[src/rtl/reg_wr_pkg.sv]
// ============================================================================
// Module      : reg_wr_pkg
// Description : Shared constants and FSM state encoding for the register
//               write feeder.
// Revision    : 1.0 - initial release
// ============================================================================
`default_nettype none

package reg_wr_pkg;

    localparam int c_DEFAULT_DATA_W = 8;

    typedef logic [1:0] state_t;

    localparam state_t ST_IDLE   = 2'd0;
    localparam state_t ST_STROBE = 2'd1;
    localparam state_t ST_GAP    = 2'd2;

endpackage

`default_nettype wire

[src/rtl/reg_wr_fifo.sv]
// ============================================================================
// Module      : reg_wr_fifo
// Description : Power-of-two synchronous FIFO buffering bytes for the feeder.
//               Occupancy port present only with REG_WR_FEEDER_LEVEL_EN.
// Revision    : 1.0 - initial release
// ============================================================================
`default_nettype none

module reg_wr_fifo
    import reg_wr_pkg::*;
#(
    parameter int DATA_W = c_DEFAULT_DATA_W,
    parameter int DEPTH  = 4
) (
    input  logic                     clk,
    input  logic                     rst_n,
    input  logic                     i_push,
    input  logic [DATA_W-1:0]        i_data,
    input  logic                     i_pop,
    output logic [DATA_W-1:0]        o_head,
    output logic                     o_empty,
    output logic                     o_full
`ifdef REG_WR_FEEDER_LEVEL_EN
    ,
    output logic [$clog2(DEPTH):0]   o_count
`endif
);

    localparam int c_PTR_W = $clog2(DEPTH);
    localparam int c_CNT_W = $clog2(DEPTH) + 1;

    logic [DATA_W-1:0]  r_mem [DEPTH];
    logic [c_PTR_W-1:0] r_wr_ptr;
    logic [c_PTR_W-1:0] r_rd_ptr;
    logic [c_CNT_W-1:0] r_count;
    logic               w_push;
    logic               w_pop;

    // A full FIFO refuses a push even when a pop frees a slot this cycle.
    assign w_push  = i_push && !o_full;
    assign w_pop   = i_pop && !o_empty;
    assign o_empty = (r_count == '0);
    assign o_full  = (r_count == c_CNT_W'(DEPTH));
    assign o_head  = r_mem[r_rd_ptr];

`ifdef REG_WR_FEEDER_LEVEL_EN
    assign o_count = r_count;
`endif

    always_ff @(posedge clk) begin
        if (w_push) begin
            r_mem[r_wr_ptr] <= i_data;
        end
    end

    always_ff @(posedge clk) begin
        if (!rst_n) begin
            r_wr_ptr <= '0;
            r_rd_ptr <= '0;
            r_count  <= '0;
        end else begin
            if (w_push) begin
                r_wr_ptr <= r_wr_ptr + c_PTR_W'(1);
            end
            if (w_pop) begin
                r_rd_ptr <= r_rd_ptr + c_PTR_W'(1);
            end
            case ({w_push, w_pop})
                2'b10:   r_count <= r_count + c_CNT_W'(1);
                2'b01:   r_count <= r_count - c_CNT_W'(1);
                default: r_count <= r_count;
            endcase
        end
    end

endmodule

`default_nettype wire

[src/rtl/reg_wr_feeder.sv]
// ============================================================================
// Module      : reg_wr_feeder
// Description : Buffers bytes from a valid/ready input and replays each one
//               as a one-cycle active-low register write strobe.
//               Optional macro REG_WR_FEEDER_LEVEL_EN adds the 'level' port.
// Revision    : 1.0 - initial release
// ============================================================================
`default_nettype none

module reg_wr_feeder
    import reg_wr_pkg::*;
#(
    parameter int DATA_W     = c_DEFAULT_DATA_W,
    parameter int DEPTH      = 4,
    parameter int GAP_CYCLES = 1
) (
    input  logic                     clk,
    input  logic                     rst_n,
    input  logic [DATA_W-1:0]        in_data,
    input  logic                     in_valid,
    output logic                     in_ready,
    output logic [DATA_W-1:0]        wr_data,
    output logic                     wr_en_n,
    output logic                     empty,
    output logic                     full
`ifdef REG_WR_FEEDER_LEVEL_EN
    ,
    output logic [$clog2(DEPTH):0]   level
`endif
);

    // The counter only has to hold GAP_CYCLES-1, since the final GAP cycle
    // doubles as the IDLE decision cycle.
    localparam int               c_GAP_W    = (GAP_CYCLES > 1) ? $clog2(GAP_CYCLES) : 1;
    localparam int               c_GAP_INIT = (GAP_CYCLES > 0) ? GAP_CYCLES - 1 : 0;
    localparam logic [c_GAP_W-1:0] c_GAP_LOAD = c_GAP_W'(c_GAP_INIT);

    state_t              r_state;
    logic [c_GAP_W-1:0]  r_gap_cnt;
    logic [DATA_W-1:0]   r_wr_data;
    logic                r_wr_en_n;
    logic [DATA_W-1:0]   w_head;
    logic                w_empty;
    logic                w_full;
    logic                w_pop;
    logic                w_gap_done;

    reg_wr_fifo #(
        .DATA_W (DATA_W),
        .DEPTH  (DEPTH)
    ) u_fifo (
        .clk     (clk),
        .rst_n   (rst_n),
        .i_push  (in_valid),
        .i_data  (in_data),
        .i_pop   (w_pop),
        .o_head  (w_head),
        .o_empty (w_empty),
        .o_full  (w_full)
`ifdef REG_WR_FEEDER_LEVEL_EN
        ,
        .o_count (level)
`endif
    );

    assign in_ready = !w_full;
    assign empty    = w_empty;
    assign full     = w_full;
    assign wr_data  = r_wr_data;
    assign wr_en_n  = r_wr_en_n;

    always_comb begin
        w_gap_done = (r_gap_cnt == '0);
        w_pop      = 1'b0;
        if (!w_empty) begin
            case (r_state)
                ST_IDLE:   w_pop = 1'b1;
                ST_STROBE: w_pop = (GAP_CYCLES == 0);
                ST_GAP:    w_pop = w_gap_done;
                default:   w_pop = 1'b0;
            endcase
        end
    end

    always_ff @(posedge clk) begin
        if (!rst_n) begin
            r_state   <= ST_IDLE;
            r_gap_cnt <= '0;
            r_wr_en_n <= 1'b1;
            r_wr_data <= '0;
        end else begin
            r_wr_en_n <= 1'b1;
            if (w_pop) begin
                r_wr_data <= w_head;
                r_wr_en_n <= 1'b0;
                r_state   <= ST_STROBE;
            end else begin
                case (r_state)
                    ST_STROBE: begin
                        if (GAP_CYCLES > 0) begin
                            r_gap_cnt <= c_GAP_LOAD;
                            r_state   <= ST_GAP;
                        end else begin
                            r_state   <= ST_IDLE;
                        end
                    end
                    ST_GAP: begin
                        if (!w_gap_done) begin
                            r_gap_cnt <= r_gap_cnt - c_GAP_W'(1);
                        end else begin
                            r_state   <= ST_IDLE;
                        end
                    end
                    default: r_state <= ST_IDLE;
                endcase
            end
        end
    end

endmodule

`default_nettype wire

[config.mk]
export PLATFORM = sky130hd
export DESIGN_NAME = reg_wr_feeder
export DESIGN_NICKNAME = d
export VERILOG_FILES = /design/src/rtl/reg_wr_pkg.sv /design/src/rtl/reg_wr_fifo.sv /design/src/rtl/reg_wr_feeder.sv
export SDC_FILE = /design/constraint.sdc
export NUM_CORES = 1
export LEC_CHECK = 0
export ABC_CLOCK_PERIOD_IN_PS = 2000
export BUFFER_PORTS_ARGS = -buffer_cell sky130_fd_sc_hd__buf_2
export CORE_MARGIN = 2
export CORE_UTILIZATION = 25
export CTS_BUF_LIST = sky130_fd_sc_hd__clkbuf_16
export DETAILED_ROUTE_END_ITERATION = 8
export GPL_ROUTABILITY_DRIVEN = 0
export GPL_TIMING_DRIVEN = 0
export PLACE_DENSITY = 0.49
export SLEW_MARGIN = 15
export SYNTH_ARGS = -nofsm -noshare
export SYNTH_HDL_FRONTEND = slang
export SYNTH_SLANG_ARGS = --single-unit
[constraint.sdc]
create_clock -name clk -period 2 [get_ports clk]
set_input_delay 0 -clock clk [delete_from_list [all_inputs] [get_ports clk]]
set_output_delay 0 -clock clk [all_outputs]
set_load 0.02 [all_outputs]
======== Word level (Yosys, flattened, before mapping) ========
Memories as Yosys holds them, arrays and structs flattened. A register that Yosys moved wholly into a read port is not among the register bits.
Index checks and enable logic that the tools add are counted.
storage, ports and cells
  register bits ........................... 11
  memory bits (writable) .................. 32
  bits of input ports ..................... 11
  output and inout bits ................... 12
  word-level logic and storage cells ...... 45
  memories kept ........................... 1
memories
  memory        words  width  read ports  clocked after memory_dff  write ports  RTL line           source
  u_fifo.r_mem  4      8      1           1                         1            reg_wr_fifo.sv:32  logic [DATA_W-1:0] r_mem [DEPTH];
cells by class
  add/sub/neg operators ................... 5
  equal/unequal tests ..................... 7
  muxes and demuxes ....................... 11
  bitwise operators ....................... 3
  reductions and logical operators ........ 11
operators by type and width
  cell                   number
  $mux W1                6
  $pmux W3 S2            1
  $add A2 B1 Y2 const B  2
  $eq A2 B1 Y1 const B   2
  $eq A2 B2 Y1 const B   2
  $pmux W1 S2            2
  $pmux W2 S2            1
  $reduce_bool A2 Y1     2
  $add A3 B1 Y3 const B  1
  $eq A3 B3 Y1 const B   1
  $logic_not A1 Y1       3
  $logic_not A3 Y1       1
  $ne A3 B2 Y1 const B   1
  $not A1 Y1             3
  $sub A3 B1 Y3 const B  1
  $logic_and A1 B1 Y1    2
  $logic_not A2 Y1       1
  $mux W2                1
  $ne A2 B2 Y1 const B   1
  $reduce_and A2 Y1      1
  $reduce_or A2 Y1       1
  $sub A1 B1 Y1 const B  1

======== Logic depth before layout (Yosys ltp) ========
Gate-level depths: netlist of the first run.
  word-level depth ........................ 6
  depth in mapped cells ................... 9

======== Cells and area by module ========
A second synthesis of the first run with hierarchy kept.
second synthesis, totals
  cells, all modules ...................... 140
  area total of the unflattened synthesis .. 2035.7 µm²
by module, submodules not included
  module         instances  cells each  area an instance (µm²)
  reg_wr_fifo    1          96          1644.1
  reg_wr_feeder  1          44          391.6

======== Worst setup path after synthesis of the first run ========
OpenSTA, ideal clock, no wires.
  path type ............................... reg2reg
  from .................................... register u_fifo.r_count[0]
  to ...................................... register u_fifo.r_count[2]
  setup time .............................. 0.070 ns
  arrival time ............................ 2.081 ns
  slack ................................... -0.151 ns
  stages on the path, launching flop included .. 10
  buffers on the path ..................... 1
  path through ............................ dfxtp_1 or3b_1 buf_6 nand2_1 ha_1 inv_1 fa_1 xor2_1 or3_1 a21oi_1
on the way
  word-level cells in the longest chain between the ends .. 5
ends and longest elaborated chain
  what                                                      RTL line             source
  start, declared                                           reg_wr_fifo.sv:35    logic [c_CNT_W-1:0] r_count;
  start signal, assigned                                    reg_wr_fifo.sv:69    2'b10: r_count <= r_count + c_CNT_W'(1);
  start signal, assigned                                    reg_wr_fifo.sv:70    2'b01: r_count <= r_count - c_CNT_W'(1);
  start signal, assigned                                    reg_wr_fifo.sv:71    default: r_count <= r_count;
  $eq A3 B3 Y1 *                                            reg_wr_fifo.sv:43    assign o_full = (r_count == c_CNT_W'(DEPTH));
  $logic_not A1 Y1 *                                        -
  net in_ready                                              reg_wr_feeder.sv:21  output logic in_ready,
  $logic_and A1 B1 Y1 *                                     reg_wr_fifo.sv:40    assign w_push = i_push && !o_full;
  $eq A2 B1 Y1 / $eq A2 B2 Y1 (equally long branches)       reg_wr_fifo.sv:68    case ({w_push, w_pop})
  $pmux W3 S2 / $reduce_bool A2 Y1 (equally long branches)  -
Mark *: on every way through the listed nets, which the timed path passes. The rest lies on a longest branch.
A chain may end at the register's enable or synchronous reset.

======== Worst setup path in the final report of the first run ========
  from .................................... register u_fifo.r_count[2]
  to ...................................... register u_fifo.r_count[2]
on the way
  word-level cells in the longest chain between the ends .. 5
ends and longest elaborated chain
  what                                                      RTL line                              source
  $logic_not A3 Y1 / $eq A3 B3 Y1 (equally long branches)   reg_wr_fifo.sv:42, reg_wr_fifo.sv:43
  $mux W1, or another cell as far along                     reg_wr_feeder.sv:75                   if (!w_empty) begin
  $logic_and A1 B1 Y1, on equally long branches             reg_wr_fifo.sv:41, reg_wr_fifo.sv:40
  $eq A2 B1 Y1 / $eq A2 B2 Y1 (equally long branches)       reg_wr_fifo.sv:68
  $pmux W3 S2 / $reduce_bool A2 Y1 (equally long branches)  -
Parallel ways exist; a longest one is shown, timed or not.

==> results.toml, run 1 <==
[logic_synthesis]
synth_top_family_by_area = "multiplexers"
synth-compound-area-share = 0.0681
ys.flop_type = "edfxtp_1"
synth_adder_area_share = 0.0424
synth_nets = 140
ys_seq_area_frac = 0.668
synth-edff-count = 32
async_reset_ff_frac = 0
yosysTopAreaCell = "edfxtp_1"
muxShareOfSynthArea = 0.108
synth_top_cell_area_share = 0.494
synthesis.area_um2 = 1950
synth-simple-area-share = 0.0688
synth_area_per_cell_um2 = 15.8
synth_xor_xnor_area_share = 0.00900
syn_inst = 123
ys_types = 26
synth_warnings = 0
synth.area.top_cells = "edfxtp_1 (49%), dfxtp_1 (17%), mux4_1 (11%)"
ys_ff_latch = 49

[timing]
max-slew-margin-rel = 0.557
finalClockSkew_ns = 0.00754
fmax_mhz = 498
whs_ns = 0.0628
grt_setup_unrepaired = "yes"
setup_ws_ns = -0.00616
tightest_slew_ns = 0.661
post-route-period-util = 1.00
min_period_ns = 2.01
finalSetupViolations = 1
slew_viol_final = 0
timing.final.hold_violations = 0

[power]
swShare = 0.299
clkPwrFrac = 0.286
p_comb_frac = 0.294
seq_power_share = 0.419
p_leak_nw = 0.912
power.density_nw_per_um2 = 1310
cellInternalPower_mw = 2.29
p_sw_mw = 0.978
worst_ir_drop_vdd_v = 0.000523

[critical_path]
cp-start-kind = "flip-flop"
required_ns = 2.22
path_cells = "or3b_4 > nand2_4 > ha_4 > inv_2 > fa_2 > xor2_1 > or3_1 > a21oi_2"
crit_type = "flip-flop to flip-flop"
crit_fanout = 4
crit_path_end_kind = "flip-flop"
r2r-start = "u_fifo.r_count[2]"
critical_path.max_stage_delay_ns = 0.40
startpoint = "u_fifo.r_count[2]"
crit_arrival_ns = 2.23
critPathSlowestCell = "or3b_4"

[min_path]
worstHoldPathType = "input port to flip-flop"
min_from = "rst_n"

[status]
status = "finished with violations"
violations = "setup timing"

[die]
placementRows = 32
die-height_um = 92.2
dieArea_um2 = 8510
coreArea_um2 = 7650
pin_count = 23
dieWidth_um = 92.2
start_util = 0.255

[drt]
drt_pre_antenna_iters = 3
antenna_left = 0
vias_per_cell = 4.14
dr.first_iter.drc_count = 44
wl_per_cell_um = 13.0
via_count = 1098
wirelength_um = 3440
drc_errors = 0

[clock_network]
cts_tree = "done"
cts.sinks = 49
ctsRootBufferMaster = "clkbuf_16"
clock_path_buffers = 2
insertion_delay_ns = 0.29
htreeDepth = 2
clkTransAtPathRegs_ns = 0.07
cts_buffers = 5

[grt]
grt_pass1_vias = 1150
grt_pass1_wl_um = 5660
busiest_layer = "met2"
met1_usage = 0.0991
grt_use_met2 = 0.157
grt_antenna_before_repair = 0
grt_use_total = 0.0887
grt.overflow.total = 0
grt_max_degree = 16
use_met3 = 0.0238

[layout]
final_core_util = 0.326
multiInputGateArea_um2 = 619
fillerInstances = 752
layout-drive-gt1-share = 0.294
insertedDiodeCount = 0
register_area_um2 = 1310
syn2layout_area_growth_pct = 28.1
fin_nets = 179

[job]
cap_violations = 0

[place]
port_buffers = 21
dp_hpwl_um = 2270
## layout by cell type, fill, tap and decap left out, types with 6 or more instances in the layout
master	count
dlygate4sd3_1	8
edfxtp_1	32
inv_1	6
dfxtp_1	14
buf_2	22
o2bb2ai_1	8
mux4_1	8
nand2_1	8
## per-stage QoR
stage	setup slack, ns	power [mW]	setup TNS, ns	area (um^2)	std cells
detailed placement	-0.166	2.29	-0.166	2210	246
global route	-0.126	3.47	-0.126	2490	265
global placement	-0.128	2.28	-0.128	2210	246
floorplan	-0.0467	2.02	-0.0467	1970	123
CTS	0.000893	3.27	0	2470	263
finish	-0.00616	3.27	-0.00616	2490	265
## power groups by stage
stage	logic, mW	registers [mW]	clock network [mW]
finish	0.962	1.37	0.937
global route	1.08	1.40	0.993
CTS	0.940	1.37	0.960
detailed placement	0.897	1.39	0
global placement	0.887	1.39	0
floorplan	0.543	1.48	0
## registers in the layout, summed over array words and instances, names as in the netlist
name / count
u_fifo.r_wr_ptr: 2
u_fifo.r_mem: 32
wr_en_n: 1
u_fifo.r_rd_ptr: 2
r_state: 1
u_fifo.r_count: 3
wr_data: 8
## worst paths after layout
kind                                           end  slack [ns]  cells after the start
worst max-delay path             u_fifo.r_count[2]      -0.006                      8
worst min-delay path            u_fifo.r_wr_ptr[0]        0.06                      2
worst max register to register   u_fifo.r_count[2]      -0.006                      8
worst min register to register          wr_data[6]        0.45                      2
## cells by family (layout without fill, tap and decap cells)
logic type,count (synthesis),in the layout
DFF,49,49
and+or+nand+nor,25,25
AOI/OAI and AO/OA,19,19
buffers and inverters,14,54
muxes,8,8
adders and majority gates,6,6
xor gates and xnor gates,2,2
## synthesized netlist by cell type, drive strengths merged (2+ instances only)
library cell	instances
or3	2
a21oi	6
nand2	9
edfxtp	32
nor2	4
and3	5
dfxtp	17
xor2	2
mux4	8
o2bb2ai	8
inv	9
buf	4
ha	5
nor3	2
o21ai	2
## worst max-delay path, delay by kind of cell (launching register included)
kind | cells | cell delay, ns
compound gates | 1 | 0.11
xor+xnor | 1 | 0.15
simple gates | 3 | 0.80
flops | 1 | 0.37
fa+ha+maj | 2 | 0.48
buf+inv | 1 | 0.04
## layer usage
| layer | share of wire | up-vias |
|---|---|---|
| met4 | 0.020 | 0 |
| met2 | 0.51 | 19 |
| met3 | 0.042 | 7 |
| li1 | - | 544 |
| met1 | 0.43 | 528 |
| met5 | 0 | - |
## timing repair
item / 4_1_cts / 5_1_grt
pin swaps: 2 / 1
resized for setup: 3 / 3
hold endpoints to repair: 32 / 0
hold buffers: 8 / 0
buffers inserted: 2 / 2
endpoints found under the setup margin: 2 / 2
## layout make-up
class,instances,share of cell area
inverter,9,0.0135
multi-input combinational,60,0.248
buffer,4,0.00953
tap,102,0.0512
clock buffer,5,0.0502
timing repair buffer,33,0.0863
clock inverter,3,0.0166
sequential,49,0.524
Note: power is estimated with default switching activity, not from simulation.
==> run 2, diff against run 1 <==
Settings changed: CORE_UTILIZATION 25 to 30, PLACE_DENSITY 0.49 to 0.55.
==> run 2 against run 1 <==
Against the previous run:
- the run still ends with setup timing left
- combinational power is 7% higher
- register-to-register slack got worse by 0.02 ns
- fmax shrank 0.96%
- worst hold slack gained 0.0070 ns
- die area is 16% lower
- wire length increased by 3.7%
- clock power fell by 14%
- global-route usage is 1.5 points higher
- sequential share of layout area up 0.55 points
- utilization increased by 6.6 points
- clock-buffer cell count unchanged
- critical endpoint unchanged
==> results.toml, run 2 (synthesized netlist as in run 1, its figures left out) <==
[clock_network]
clkTransAtPathRegs_ns = 0.06
htreeDepth = 2
cts_buffers = 5
cts.sinks = 49
cts_tree = "done"
clock_path_buffers = 2
ctsRootBufferMaster = "clkbuf_16"
insertion_delay_ns = 0.28

[drt]
antenna_left = 0
drc_errors = 0
wirelength_um = 3560
via_count = 1126
wl_per_cell_um = 14.7
vias_per_cell = 4.63
dr.first_iter.drc_count = 56
drt_pre_antenna_iters = 4

[grt]
grt_pass1_vias = 1117
grt.overflow.total = 0
grt_max_degree = 17
grt_pass1_wl_um = 5620
grt_antenna_before_repair = 0
grt_use_total = 0.104

[layout]
largest_register_ffs = 32
final_common_cell = "edfxtp_1"
regMostFlops = "u_fifo.r_mem"
most-common-layout-cells = "edfxtp_1 (32), buf_2 (22), dfxtp_1 (14)"
insertedDiodeCount = 0
final_core_util = 0.392
multiInputGateArea_um2 = 623
fillerInstances = 592
fin_nets = 182
register_area_um2 = 1310
layout-drive-gt1-share = 0.313
design_area_um2 = 2470
syn2layout_area_growth_pct = 27.0

[power]
worst_ir_drop_vdd_v = 0.000580
power.density_nw_per_um2 = 1290
p_leak_nw = 0.925

[timing]
finalSetupViolations = 1
tightest_slew_ns = 0.648
setup_ws_ns = -0.0257
fmax_mhz = 494
max-slew-margin-rel = 0.565
min_period_ns = 2.03
grt_setup_unrepaired = "yes"
timing.final.hold_violations = 0
finalClockSkew_ns = 0.00693
fin_setup_tns_ns = -0.0257
slew_viol_final = 0
post-route-period-util = 1.01

[place]
port_buffers = 21
postPlaceCellArea_um2 = 2180
dp_hpwl_um = 2370
preCtsSetupSlack_ns = -0.201

[die]
dieWidth_um = 84.6
coreArea_um2 = 6310
dieArea_um2 = 7150
placementRows = 29
die-height_um = 84.6
start_util = 0.308
pin_count = 23

[critical_path]
crit_path_end_kind = "flip-flop"
crit_fanout = 2
cp-start-kind = "flip-flop"
crit_type = "flip-flop to flip-flop"
required_ns = 2.21
crit_arrival_ns = 2.23

[status]
status = "finished with violations"
violations = "setup timing"

[min_path]
worstHoldPathType = "input port to flip-flop"

[job]
cap_violations = 0
==> run 2: worst max-delay path, cell delays in order (launching register included) <==
cell and delay, ns:
dfxtp_4 0.34, or3b_4 0.41, nand2_4 0.09, ha_4 0.13
inv_2 0.04, fa_2 0.35, xor2_2 0.16, or3_1 0.30
a21oi_1 0.14
==> run 2: routing by layer <==
metal	GRT usage	up-vias	share of wire
met3	0.0275	4	0.030
li1	-	552	-
met4	0.0390	0	0.011
met5	0	-	0
met2	0.183	24	0.54
met1	0.122	546	0.42
==> run 2: metrics by stage <==
| stage | hold slack (ns) | instances | power [mW] |
|---|---|---|---|
| 2_1_floorplan | 0.0989 | 123 | 2.02 |
| 3_3_place_gp | 0.208 | 221 | 2.25 |
| 3_5_place_dp | 0.219 | 221 | 2.30 |
| 4_1_cts | 0.0669 | 238 | 3.16 |
| 5_1_grt | 0.0730 | 243 | 3.40 |
| 6_report | 0.0698 | 243 | 3.20 |
==> run 2: worst paths after layout <==
| kind | from | endpoint | slack, ns | depth (start not counted) |
|---|---|---|---|---|
| setup reg to reg | u_fifo.r_count[1] | u_fifo.r_count[2] | -0.03 | 8 |
| hold / removal | rst_n | u_fifo.r_wr_ptr[0] | 0.07 | 2 |
| hold reg to reg | wr_data[6] | wr_data[6] | 0.46 | 2 |
| setup / recovery | u_fifo.r_count[1] | u_fifo.r_count[2] | -0.03 | 8 |
==> run 2: layout make-up <==
cell class | instances | share of cell area
repair buffers | 36 | 0.0962
flip-flops and latches | 49 | 0.530
inverters | 9 | 0.0137
well taps | 77 | 0.0390
clock buffers | 5 | 0.0506
clock inverters | 3 | 0.00911
multi-input cells | 60 | 0.252
plain buffers | 4 | 0.00962
==> run 2: what timing repair did <==
action                                 in CTS  in global routing
pin swaps                                   1                  6
hold buffers                                8                  0
setup buffers                               2                  5
endpoints found under the hold margin      32                  0
setup endpoints to repair                   2                  2
gates cloned                                0                  0
gates resized for setup                     4                  3
==> run 2: power by group <==
| part | internal, mW | switching (mW) |
|---|---|---|
| clock | 0.464 | 0.341 |
| combinational | 0.457 | 0.576 |
| sequential | 1.28 | 0.0786 |
==> run 3, diff against run 2 <==
Settings changed: BUFFER_PORTS_ARGS -buffer_cell sky130_fd_sc_hd__buf_2 to -buffer_cell sky130_fd_sc_hd__buf_4.
==> run 3 against run 2 <==
Against the previous run:
- first-iteration DRC count shrank 38%
- combinational power barely moved
- sequential power is essentially flat
- the flow still finishes with violations (setup timing)
- design area up 0.40%
- critical path depth stayed put
- largest power group unchanged
- critical path type unchanged
- via count down 0.62%
==> results.toml, run 3 (synthesized netlist as in run 1, its figures left out) <==
[clock_network]
cts_buffers = 5
clock_path_buffers = 2
cts.sinks = 49
ctsRootBufferMaster = "clkbuf_16"
insertion_delay_ns = 0.29
htreeDepth = 2
clkTransAtPathRegs_ns = 0.06
cts_tree = "done"

[power]
p_sw_mw = 0.991
swShare = 0.309
worst_ir_drop_vdd_v = 0.000490
total_power_mw = 3.20
seq_power_share = 0.427
clkPwrFrac = 0.252
power.density_nw_per_um2 = 1290
p_leak_nw = 0.916
p_comb_frac = 0.321
cellInternalPower_mw = 2.21

[status]
violations = "setup timing"
status = "finished with violations"

[timing]
fmax_mhz = 500
timing.final.hold_violations = 0
post-route-period-util = 1.00
fin_setup_tns_ns = -0.00126
grt_setup_unrepaired = "yes"
finalClockSkew_ns = 0.00646
slew_viol_final = 0
max-slew-margin-rel = 0.540
tightest_slew_ns = 0.686
finalSetupViolations = 1
min_period_ns = 2.00
setup_ws_ns = -0.00126

[place]
dp_hpwl_um = 2320
port_buffers = 21

[drt]
drc_errors = 0
dr.first_iter.drc_count = 35
drt_pre_antenna_iters = 4
via_count = 1119
wirelength_um = 3450
vias_per_cell = 4.66
antenna_left = 0
wl_per_cell_um = 14.4

[layout]
fin_nets = 179
final_common_cell = "edfxtp_1"
largest_register_ffs = 32
layout-drive-gt1-share = 0.294
most-common-layout-cells = "edfxtp_1 (32), buf_4 (25), dfxtp_1 (14)"
syn2layout_area_growth_pct = 27.5
insertedDiodeCount = 0
regMostFlops = "u_fifo.r_mem"

[grt]
grt_pass1_wl_um = 5350
grt.overflow.total = 0
grt_use_total = 0.102
grt_pass1_vias = 1087
grt_max_degree = 16
grt_antenna_before_repair = 0

[critical_path]
crit_fanout = 3
crit_arrival_ns = 2.22
crit_path_end_kind = "flip-flop"
crit_type = "flip-flop to flip-flop"
required_ns = 2.22
cp-start-kind = "flip-flop"

[die]
coreArea_um2 = 6310
start_util = 0.308
dieWidth_um = 84.6
placementRows = 29
pin_count = 23
dieArea_um2 = 7150
die-height_um = 84.6

[min_path]
worstHoldPathType = "input port to flip-flop"

[job]
cap_violations = 0
==> run 3: cell types whose count changed in the layout (fill, tap and decap cells not counted), sizes merged <==
cell and change:
buf -3
==> run 3: critical path: stages, from the launching register on <==
cell	delay (ns)
dfxtp_2	0.35
or3b_4	0.41
nand2_4	0.08
ha_4	0.14
inv_2	0.04
fa_2	0.34
xor2_1	0.15
or3_1	0.32
a21oi_2	0.11
==> run 3: power by group through the flow <==
| stage | Sequential, mW | Combinational [mW] | Clock (mW) |
|---|---|---|---|
| 2_1_floorplan | 1.48 | 0.543 | 0 |
| 3_3_place_gp | 1.38 | 0.940 | 0 |
| 3_5_place_dp | 1.39 | 0.966 | 0 |
| 4_1_cts | 1.37 | 1.04 | 0.823 |
| 5_1_grt | 1.39 | 1.12 | 0.867 |
| 6_report | 1.37 | 1.03 | 0.807 |
==> run 3: what timing repair did <==
item,CTS,global route
hold buffers,8,0
setup endpoints to repair,2,1
buffers inserted,4,0
pin swaps,2,0
endpoints found under the hold margin,32,0
resized for setup,3,1
==> run 3: metal layers <==
layer | up-vias | share of wire | GRT usage | routed length [um]
met5 | - | 0 | 0 | 0
li1 | 545 | - | - | -
met2 | 25 | 0.53 | 0.181 | 1830
met4 | 0 | 0.019 | 0.0519 | 65
met1 | 543 | 0.42 | 0.111 | 1430
met3 | 6 | 0.035 | 0.0305 | 120
==> run 3: layout make-up <==
cell class	instances	area, um^2
plain buffers	4	23.8
clock buffers	5	125
clock inverters	3	17.5
fillers	609	3830
inverters	9	33.8
multi-input cells	60	613
flip-flops and latches	49	1310
well taps	77	96.3
repair buffers	33	268
==> run 3: through the flow <==
step / area [um^2] / util / hold slack [ns] / setup slack [ns] / cells
5_1_grt: 2480 / 0.393 / 0.0524 / -0.0774 / 240
2_1_floorplan: 1970 / - / 0.0989 / -0.0467 / 123
6_report: 2480 / 0.393 / 0.0492 / -0.00126 / 240
4_1_cts: 2480 / 0.393 / 0.0431 / 0.00283 / 240
3_3_place_gp: 2230 / 0.353 / 0.199 / -0.126 / 221
3_5_place_dp: 2230 / 0.353 / 0.209 / -0.174 / 221
==> run 3: worst paths after layout <==
check                    startpoint            endpoint  slack, ns  cells past startpoint
hold reg to reg          wr_data[6]          wr_data[6]       0.47                      2
setup reg to reg  u_fifo.r_count[2]   u_fifo.r_count[2]     -0.001                      8
setup / recovery  u_fifo.r_count[2]   u_fifo.r_count[2]     -0.001                      8
hold / removal             in_valid  u_fifo.r_wr_ptr[1]       0.05                      3
